## src/rtl/traffic_pkg.sv

```systemverilog
// traffic_pkg: shared types and constants for the traffic-light controller.
//   state_t     : phase encoding, also exported on the debug/LED port.
//   C_MS_CYCLES : clk cycles per millisecond at the default clock rate.
//   ms_cycles() : the same figure for any clock rate.
package traffic_pkg;

  typedef enum logic [1:0] {
    S_RED    = 2'd0,
    S_GREEN  = 2'd1,
    S_YELLOW = 2'd2,
    S_FLASH  = 2'd3
  } state_t;

  localparam int C_CLK_FRQ_DEF = 100_000_000;
  localparam int C_MS_CYCLES   = C_CLK_FRQ_DEF / 1000;

  function automatic int ms_cycles(input int clk_frq);
    return clk_frq / 1000;
  endfunction

endpackage

```

## src/rtl/ms_timer.sv

```systemverilog
// ms_timer: millisecond timer made of a clock prescaler and a ms counter.
//   clk        : clock
//   rstb       : synchronous active-low reset
//   clr        : synchronous clear of both counters (e.g. on a phase change)
//   tick       : high in the last cycle of each millisecond
//   elapsed_ms : whole milliseconds since the last clear/reset
module ms_timer #(
  parameter int C_MS_CYCLES = 100_000,
  parameter int C_MS_W      = 16
) (
  input  logic              clk,
  input  logic              rstb,
  input  logic              clr,
  output logic              tick,
  output logic [C_MS_W-1:0] elapsed_ms
);

  localparam int PW = (C_MS_CYCLES > 1) ? $clog2(C_MS_CYCLES) : 1;
  localparam logic [PW-1:0] PRESC_LAST = PW'(C_MS_CYCLES - 1);

  logic [PW-1:0] presc;

  assign tick = (presc == PRESC_LAST);

  always_ff @(posedge clk) begin
    if (!rstb || clr) begin
      presc      <= '0;
      elapsed_ms <= '0;
    end else if (tick) begin
      presc <= '0;
      // Saturate so an untimed phase (e.g. flashing) can sit forever.
      if (elapsed_ms != '1)
        elapsed_ms <= elapsed_ms + C_MS_W'(1);
    end else begin
      presc <= presc + PW'(1);
    end
  end

endmodule

```

## src/rtl/traffic_light_ctrl.sv

```systemverilog
// traffic_light_ctrl: RED -> GREEN -> YELLOW -> RED phase sequencer with
// pedestrian-shortened GREEN and a night (flashing yellow) mode.
//   clk, rstb : clock, synchronous active-low reset
//   blink     : blinker square wave, passed to yellow while flashing
//   night     : level, requests flashing-yellow night mode
//   ped_req   : pedestrian request (pulse or level)
//   red/yellow/green/walk : lamp drives (Moore decode of the state)
//   state     : current phase encoding for debug LEDs
module traffic_light_ctrl
  import traffic_pkg::*;
#(
  parameter int C_CLK_FRQ      = 100_000_000,
  parameter int C_RED_MS       = 4000,
  parameter int C_GREEN_MS     = 5000,
  parameter int C_GREEN_MIN_MS = 2000,
  parameter int C_YELLOW_MS    = 1000
) (
  input  logic       clk,
  input  logic       rstb,
  input  logic       blink,
  input  logic       night,
  input  logic       ped_req,
  output logic       red,
  output logic       yellow,
  output logic       green,
  output logic       walk,
  output logic [1:0] state
);

  localparam int C_MSC   = ms_cycles(C_CLK_FRQ);
  localparam int C_MAX_A = (C_RED_MS > C_GREEN_MS) ? C_RED_MS : C_GREEN_MS;
  localparam int C_MAX   = (C_MAX_A > C_YELLOW_MS) ? C_MAX_A : C_YELLOW_MS;
  localparam int C_MS_W  = $clog2(C_MAX) + 1;

  localparam logic [C_MS_W-1:0] RED_MS  = C_MS_W'(C_RED_MS);
  localparam logic [C_MS_W-1:0] GRN_MS  = C_MS_W'(C_GREEN_MS);
  localparam logic [C_MS_W-1:0] GMIN_MS = C_MS_W'(C_GREEN_MIN_MS);
  localparam logic [C_MS_W-1:0] YEL_MS  = C_MS_W'(C_YELLOW_MS);

  state_t            st, st_nxt;
  logic              pending, pending_nxt;
  logic              tick, clr;
  logic [C_MS_W-1:0] elapsed, el_nxt;

  ms_timer #(
    .C_MS_CYCLES (C_MSC),
    .C_MS_W      (C_MS_W)
  ) u_tmr (
    .clk        (clk),
    .rstb       (rstb),
    .clr        (clr),
    .tick       (tick),
    .elapsed_ms (elapsed)
  );

  // Millisecond count the counter reaches at the coming edge. Comparing on
  // this value lets an N ms phase end on exactly its N*C_MSC-th edge.
  assign el_nxt = elapsed + C_MS_W'(tick);
  assign clr    = (st_nxt != st);

  always_ff @(posedge clk) begin
    if (!rstb) begin
      st      <= S_RED;
      pending <= 1'b0;
    end else begin
      st      <= st_nxt;
      pending <= pending_nxt;
    end
  end

  always_comb begin
    st_nxt = st;
    unique case (st)
      S_RED: begin
        if (night)                st_nxt = S_FLASH;
        else if (el_nxt == RED_MS) st_nxt = S_GREEN;
      end
      S_GREEN: begin
        if (night || (pending && el_nxt >= GMIN_MS) || el_nxt == GRN_MS)
          st_nxt = S_YELLOW;
      end
      S_YELLOW: begin
        if (el_nxt == YEL_MS) st_nxt = night ? S_FLASH : S_RED;
      end
      S_FLASH: begin
        if (!night) st_nxt = S_RED;
      end
      default: st_nxt = S_RED;
    endcase

    // Requests only latch in GREEN/YELLOW; entering RED serves them, and the
    // clear takes priority over a request on that same cycle.
    pending_nxt = pending | (ped_req & (st == S_GREEN || st == S_YELLOW));
    if (st_nxt == S_RED || st_nxt == S_FLASH)
      pending_nxt = 1'b0;
  end

  assign red    = (st == S_RED);
  assign walk   = (st == S_RED);
  assign green  = (st == S_GREEN);
  assign yellow = (st == S_YELLOW) | ((st == S_FLASH) & blink);
  assign state  = st;

endmodule

```

## config.mk

```make
export PLATFORM = sky130hd
export DESIGN_NAME = traffic_light_ctrl
export DESIGN_NICKNAME = d
export VERILOG_FILES = /design/src/rtl/traffic_pkg.sv /design/src/rtl/ms_timer.sv /design/src/rtl/traffic_light_ctrl.sv
export SDC_FILE = /design/constraint.sdc
export NUM_CORES = 1
export LEC_CHECK = 0
export BUFFER_PORTS_ARGS = -buffer_cell sky130_fd_sc_hd__buf_4
export CAP_MARGIN = 20
export CORE_MARGIN = 2
export CORE_UTILIZATION = 49
export DETAILED_ROUTE_END_ITERATION = 10
export PLACE_DENSITY = 0.76
export REMOVE_ABC_BUFFERS = 1
export SKIP_CTS_REPAIR_TIMING = 1
export SYNTH_ARGS = -nofsm -noshare
export SYNTH_HDL_FRONTEND = slang
export SYNTH_HIERARCHICAL = 1
export SYNTH_SLANG_ARGS = --single-unit
```

## constraint.sdc

```tcl
create_clock -name clk -period 9.1 [get_ports clk]
set_input_delay 0.455 -clock clk [delete_from_list [all_inputs] [get_ports clk]]
set_output_delay 0.455 -clock clk [all_outputs]
set_load 0.02 [all_outputs]
```

# Word-level counts from Yosys, hierarchy flattened
# Index checks and enable logic that the tools add are counted.
classes:
  div: 0
  add_sub_neg: 3
  bitwise: 5
  shifts: 0
  magnitude_cmp: 1
  n_reduce_logical: 12
  n_mux: 7
  n_eq_ne: 10
  n_mul: 0
ops:
  columns: ["cell", "n"]
  rows:
  - ["$add A17 B1 Y17 const B", 1]
  - ["$eq A17 B17 Y1 const B", 1]
  - ["$add A14 B1 Y14", 1]
  - ["$add A14 B1 Y14 const B", 1]
  - ["$eq A14 B10 Y1 const B", 1]
  - ["$eq A14 B12 Y1 const B", 1]
  - ["$eq A14 B13 Y1 const B", 1]
  - ["$ge A14 B11 Y1 const B", 1]
  - ["$ne A14 B14 Y1 const B", 1]
  - ["$mux W2", 6]
  - ["$pmux W2 S4", 1]
  - ["$eq A2 B2 Y1 const B", 3]
  - ["$logic_or A1 B1 Y1", 5]
  - ["$logic_not A2 Y1", 2]
  - ["$reduce_or A2 Y1", 2]
  - ["$and A1 B1 Y1", 2]
  - ["$eq A2 B1 Y1 const B", 1]
  - ["$ne A2 B2 Y1", 1]
  - ["$or A1 B1 Y1", 2]
  - ["$reduce_and A2 Y1", 1]
  - ["$logic_and A1 B1 Y1", 1]
  - ["$logic_not A1 Y1", 1]
  - ["$not A1 Y1", 1]
totals:
  ff_bits: 34
  inputBits: 5
  mem_bits_rw: 0
  output_inout_bits: 6
  memories: 0
  latch_bits: 0
  romBits: 0

# Longest topological paths before layout
depth:
  ltp_word: 11
  depth_mapped: 21
  mapped_depth_nobuf: 18

# By module
# Netlist, hierarchy kept.
by_module_without_submodules:
  columns: ["module", "area_per_inst_um2", "n_inst", "seq_area_each_um2", "cells_each"]
  rows:
  - ["ms_timer", 1554.0, 1, 620.6, 175]
  - ["traffic_light_ctrl", 840.8, 1, 60.1, 116]

# Worst setup path after synthesis
# OpenSTA, ideal clock, no wires.
synth_path:
  path_kind: "register -> register"
  from: "register u_tmr.presc[0]"
  to: "register u_tmr.presc[15]"
  path_stages_with_launch: 22
  required_time_ns: 9.029
  setup_time_ns: 0.071
  t_arrival_ns: 4.228
  path_slack_ns: 4.801
  cell_sequence: "dfxtp_1 > ha_1 > and4_1 > buf_6 > nand4_4 > buf_6 > inv_1 > ha_1 > ha_1 > xor2_1 > or3_1 > a211oi_2 > o211ai_1 > nor3_2 > mux2_2 > o22a_4 > a22oi_1 > o21ai_0 > nor2b_1 > nand2_1 > clkbuf_1 > a21oi_1"
synth_between:
  elab_chain_cells: 11
  word_cells_on_any_way: 18
  cone_classes: "add/sub (2); order compare (1); eq/ne (5); mux (5); reduce/logical (5)"
synth_lines:
  columns: ["element", "line_no", "rtl"]
  rows:
  - ["from (decl)", "ms_timer.sv:21", "logic [PW-1:0] presc;"]
  - ["from (signal assigned)", "ms_timer.sv:35", "presc <= presc + PW'(1);"]
  - ["$eq A17 B17 Y1 *", "ms_timer.sv:23", "assign tick = (presc == PRESC_LAST);"]
  - ["net tick", "traffic_light_ctrl.sv:42", "logic tick, clr;"]
  - ["$add A14 B1 Y14 *", "traffic_light_ctrl.sv:58", "assign el_nxt = elapsed + C_MS_W'(tick);"]
  - ["$ge A14 B11 Y1", "traffic_light_ctrl.sv:79", "if (night || (pending && el_nxt >= GMIN_MS) || el_nxt == GRN_MS)"]
  - ["$logic_and A1 B1 Y1", "traffic_light_ctrl.sv:79", null]
  - ["$logic_or A1 B1 Y1 (2 in series)", "traffic_light_ctrl.sv:79", null]
  - ["$mux W2", "traffic_light_ctrl.sv:79", null]
  - ["$pmux W2 S4 *", "traffic_light_ctrl.sv:73", "unique case (st)"]
  - ["$ne A2 B2 Y1 *", "traffic_light_ctrl.sv:59", "assign clr = (st_nxt != st);"]
  - ["net clr", "traffic_light_ctrl.sv:42", null]
  - ["$logic_or A1 B1 Y1 *", "ms_timer.sv:26", "if (!rstb || clr) begin"]
  - ["$reduce_or A2 Y1 (no source line) *", null, null]
# The timed path passes the listed nets; every way through them passes the cells marked *.
# A chain may end at the register's enable or synchronous reset.

# Final worst setup path
layout_path:
  from: "register u_tmr.presc[0]"
  to: "register u_tmr.presc[14]"
# Same word-level chain as after synthesis.

==> flow_metrics.tcl <==
set metrics [dict create \
    status "completed" \
    reg2reg_slack_ps 4000 \
    setup_tns_ps 0 \
    synthArstFlopShare 0 \
    num_rows 25 \
    reg2reg_depth 18 \
    cts_htree_levels 2 \
    hp-class "in -> reg" \
    die_w_microns 73.91 \
    regArea_sq_um 680.7 \
    grt_max_degree 26 \
    crit_fanout 25 \
    fin_crit_sh 0.5603 \
    syn_area_sq_mm 0.002395 \
    synth_most_common_cell "dfxtp_1" \
    multi_input_area_sq_mm 0.001609 \
    cts_buffers 5 \
    tritoncts "built" \
    vias_per_cell 6.140 \
    clk_pin_slew_ps 70 \
    finalWirelength_microns 5235 \
    r2r_end "u_tmr/presc[14]" \
    syn_inst 291 \
    cp_data_arrival_time_ps 5300 \
    maxCapViolations 0 \
    die_area_sq_mm 0.005463 \
    worstSetupPathDepth 18 \
    ys_ff_latch 34 \
    remaining_drc_errors 0 \
    track_usage 0.2053 \
    hold_violations 0 \
    grt_pass1_wl_microns 9025 \
    finalSetupViolCount 0 \
    drt_iter0_markers 133 \
    nets 309 \
    diodes 0 \
    fillers 441 \
    design_area_sq_mm 0.002589 \
    vdd_drop_max_v 0.00007406 \
    dr.pass1.iters 4 \
    path_buf_inv 1 \
    startpoint "u_tmr/presc[0]" \
    maxSlewHeadroom 0.5745 \
    p_leak_nw 0.8310 \
    drv_slew 0 \
    synth_top_cell_area_share 0.2842 \
    dp_hpwl_microns 3702 \
    path_class "reg -> reg" \
    place_area_sq_mm 0.002494 \
    fmax_mhz 196.1 \
    design.portCount 11 \
    synthTopCellsByCount "dfxtp_1 (34), nand2_1 (19), nand3_1 (19), nor2_1 (18), a21oi_1 (17)" \
    cts.sink_count 34 \
    num_vias 2235 \
    crit_path_top_delay_cell "and4_1" \
    crit_path_end "u_tmr/presc[14]" \
    io_buffers 10 \
    worstPathCellList "ha_1 > and4_1 > nand4_4 > inv_1 > ha_1 > ha_1 > nand4_2 > nor4_1 > a211o_1 > o211ai_1 > nor3_2 > mux2_2 > o22a_4 > a22oi_1 > o21ai_0 > nor2b_1 > nand2_1 > a21oi_1" \
    yosysWarnings 6 \
    hp-start "ped_req" \
    start_util 0.5070 \
    cts.path.max_buffers 2 \
    critical_path.top_delay_family "simple AND/OR/NAND/NOR gates" \
    rsz0062_at_grt "false" \
    clk_latency_ps 280 \
    layout-drive-gt1-share 0.1246 \
    cp_data_required_time_ps 9310 \
    ys.flop_type "dfxtp_1" \
    slowest_delay_ps 400 \
    cp_common_cell "ha_1" \
    root_buffer "clkbuf_8" \
    ys_types 57 \
    synth-edff-count 0 \
    min_period_ps 5099 \
    overflow 0 \
    p_per_area_mw_per_mm2 175.4 \
    ys_top_cells_by_area "dfxtp_1 (28%), ha_1 (4.2%), xor2_1 (4.0%)" \
    critPathCaptureType "flop" \
    fp.coreArea_sq_mm 0.004723 \
    syn2layout_area_growth_pct 8.098 \
    avgRoutedWirePerCell_microns 14.38 \
    gp_congestion 0.8378 \
    yosysSeqAreaShare 0.2842 \
    postRouteAntennaNets 0 \
    die_h_microns 73.91 \
    startpoint_type "flop" \
    synth_top_cell_by_area "dfxtp_1" \
    antenna_found_initial 0 \
    reg2reg_from "u_tmr/presc[0]" \
    grt_pass1_vias 2036 \
    syn_avg_cell_area_sq_um 8.230 \
    worst_clock_skew_ps 8.312 \
    tightest_slew_ps 637.3 \
]
logic make-up (layout without fill, tap and decap cells):
| kind of cell | after synthesis | count (layout) | synth area share |
|---|---|---|---|
| simple gates | 142 | 142 | 0.3757 |
| xor+xnor | 17 | 17 | 0.06217 |
| fa+ha+maj | 8 | 8 | 0.04180 |
| mux | 3 | 3 | 0.01306 |
| compound gates | 64 | 64 | 0.1766 |
| flops | 34 | 34 | 0.2842 |
| buf+inv | 23 | 29 | 0.04650 |
stage by stage:
stage | cells | setup slack [ps] | power (mW) | hold WS, ps | utilization
after floorplan | 278 | 4790 | 0.2922 | 426.1 | -
after global placement | 356 | 4321 | 0.3401 | 449.0 | 0.5279
after detailed placement | 356 | 4079 | 0.3418 | 471.7 | 0.5279
after CTS | 364 | 4049 | 0.4583 | 445.9 | 0.5481
after global routing | 364 | 3529 | 0.4844 | 474.8 | 0.5481
final | 364 | 4001 | 0.4540 | 447.7 | 0.5481
worst min-delay path by stage:
| stage | endpoint | cells past startpoint |
|---|---|---|
| global placement | u_tmr/presc[0] | 1 |
| floorplan | u_tmr/presc[0] | 1 |
| detailed placement | u_tmr/presc[0] | 1 |
| finish | pending | 3 |
| global route | state[0] | 3 |
| CTS | pending | 3 |
cell usage in the layout, fill, tap and decap left out, types with 2 or more instances in the layout:
cell / instances
a211oi_1: 2
a21oi_1: 17
a31oi_1: 4
and3_1: 6
and4_1: 5
and4bb_2: 3
buf_4: 11
clkbuf_8: 6
dfxtp_1: 34
ha_1: 8
inv_1: 10
mux2i_1: 2
nand2_1: 19
nand2b_1: 4
nand3_1: 19
nand4_1: 15
nor2_1: 18
nor3_1: 5
nor3_2: 3
nor4_1: 8
nor4_2: 2
nor4b_1: 3
nor4bb_1: 2
o211ai_1: 3
o21ai_0: 14
o31ai_1: 12
or3_1: 9
or4_1: 10
xnor2_1: 6
xor2_1: 11
registers in the layout (all words and copies together) (netlist names):
register / cells
u_tmr/presc: 17
pending: 1
u_tmr/elapsed_ms: 14
state: 2
worst reg2reg max path, cell delays in order, from the launching register on:
cell and delay (ps):
dfxtp_1 390, ha_1 230, and4_1 400, nand4_4 340, inv_1 230, ha_1 240, ha_1 300, nand4_2 180
nor4_1 300, a211o_1 200, o211ai_1 160, nor3_2 300, mux2_2 380, o22a_4 200, a22oi_1 120, o21ai_0 120
nor2b_1 320, nand2_1 380, a21oi_1 220
area by class of cell:
class,instances,share of cell area
Multi-Input combinational cell,234,0.6216
Clock buffer,6,0.03190
Inverter,10,0.01450
Sequential cell,34,0.2629
Tap cell,67,0.03238
Clock inverter,2,0.004833
Timing Repair Buffer,11,0.03190
where the power goes:
part,switching [mW],internal (mW)
sequential,0.0117,0.157
clock,0.0544,0.0608
combinational,0.104,0.0656
total,0.170,0.284
metal layers:
| layer | wire length [microns] | GRT usage |
|---|---|---|
| met4 | 55 | 0.06263 |
| met2 | 2454 | 0.3403 |
| met1 | 2504 | 0.2704 |
| met5 | 0 | 0 |
| met3 | 220 | 0.03841 |
Note: power is estimated with default switching activity, not from simulation.
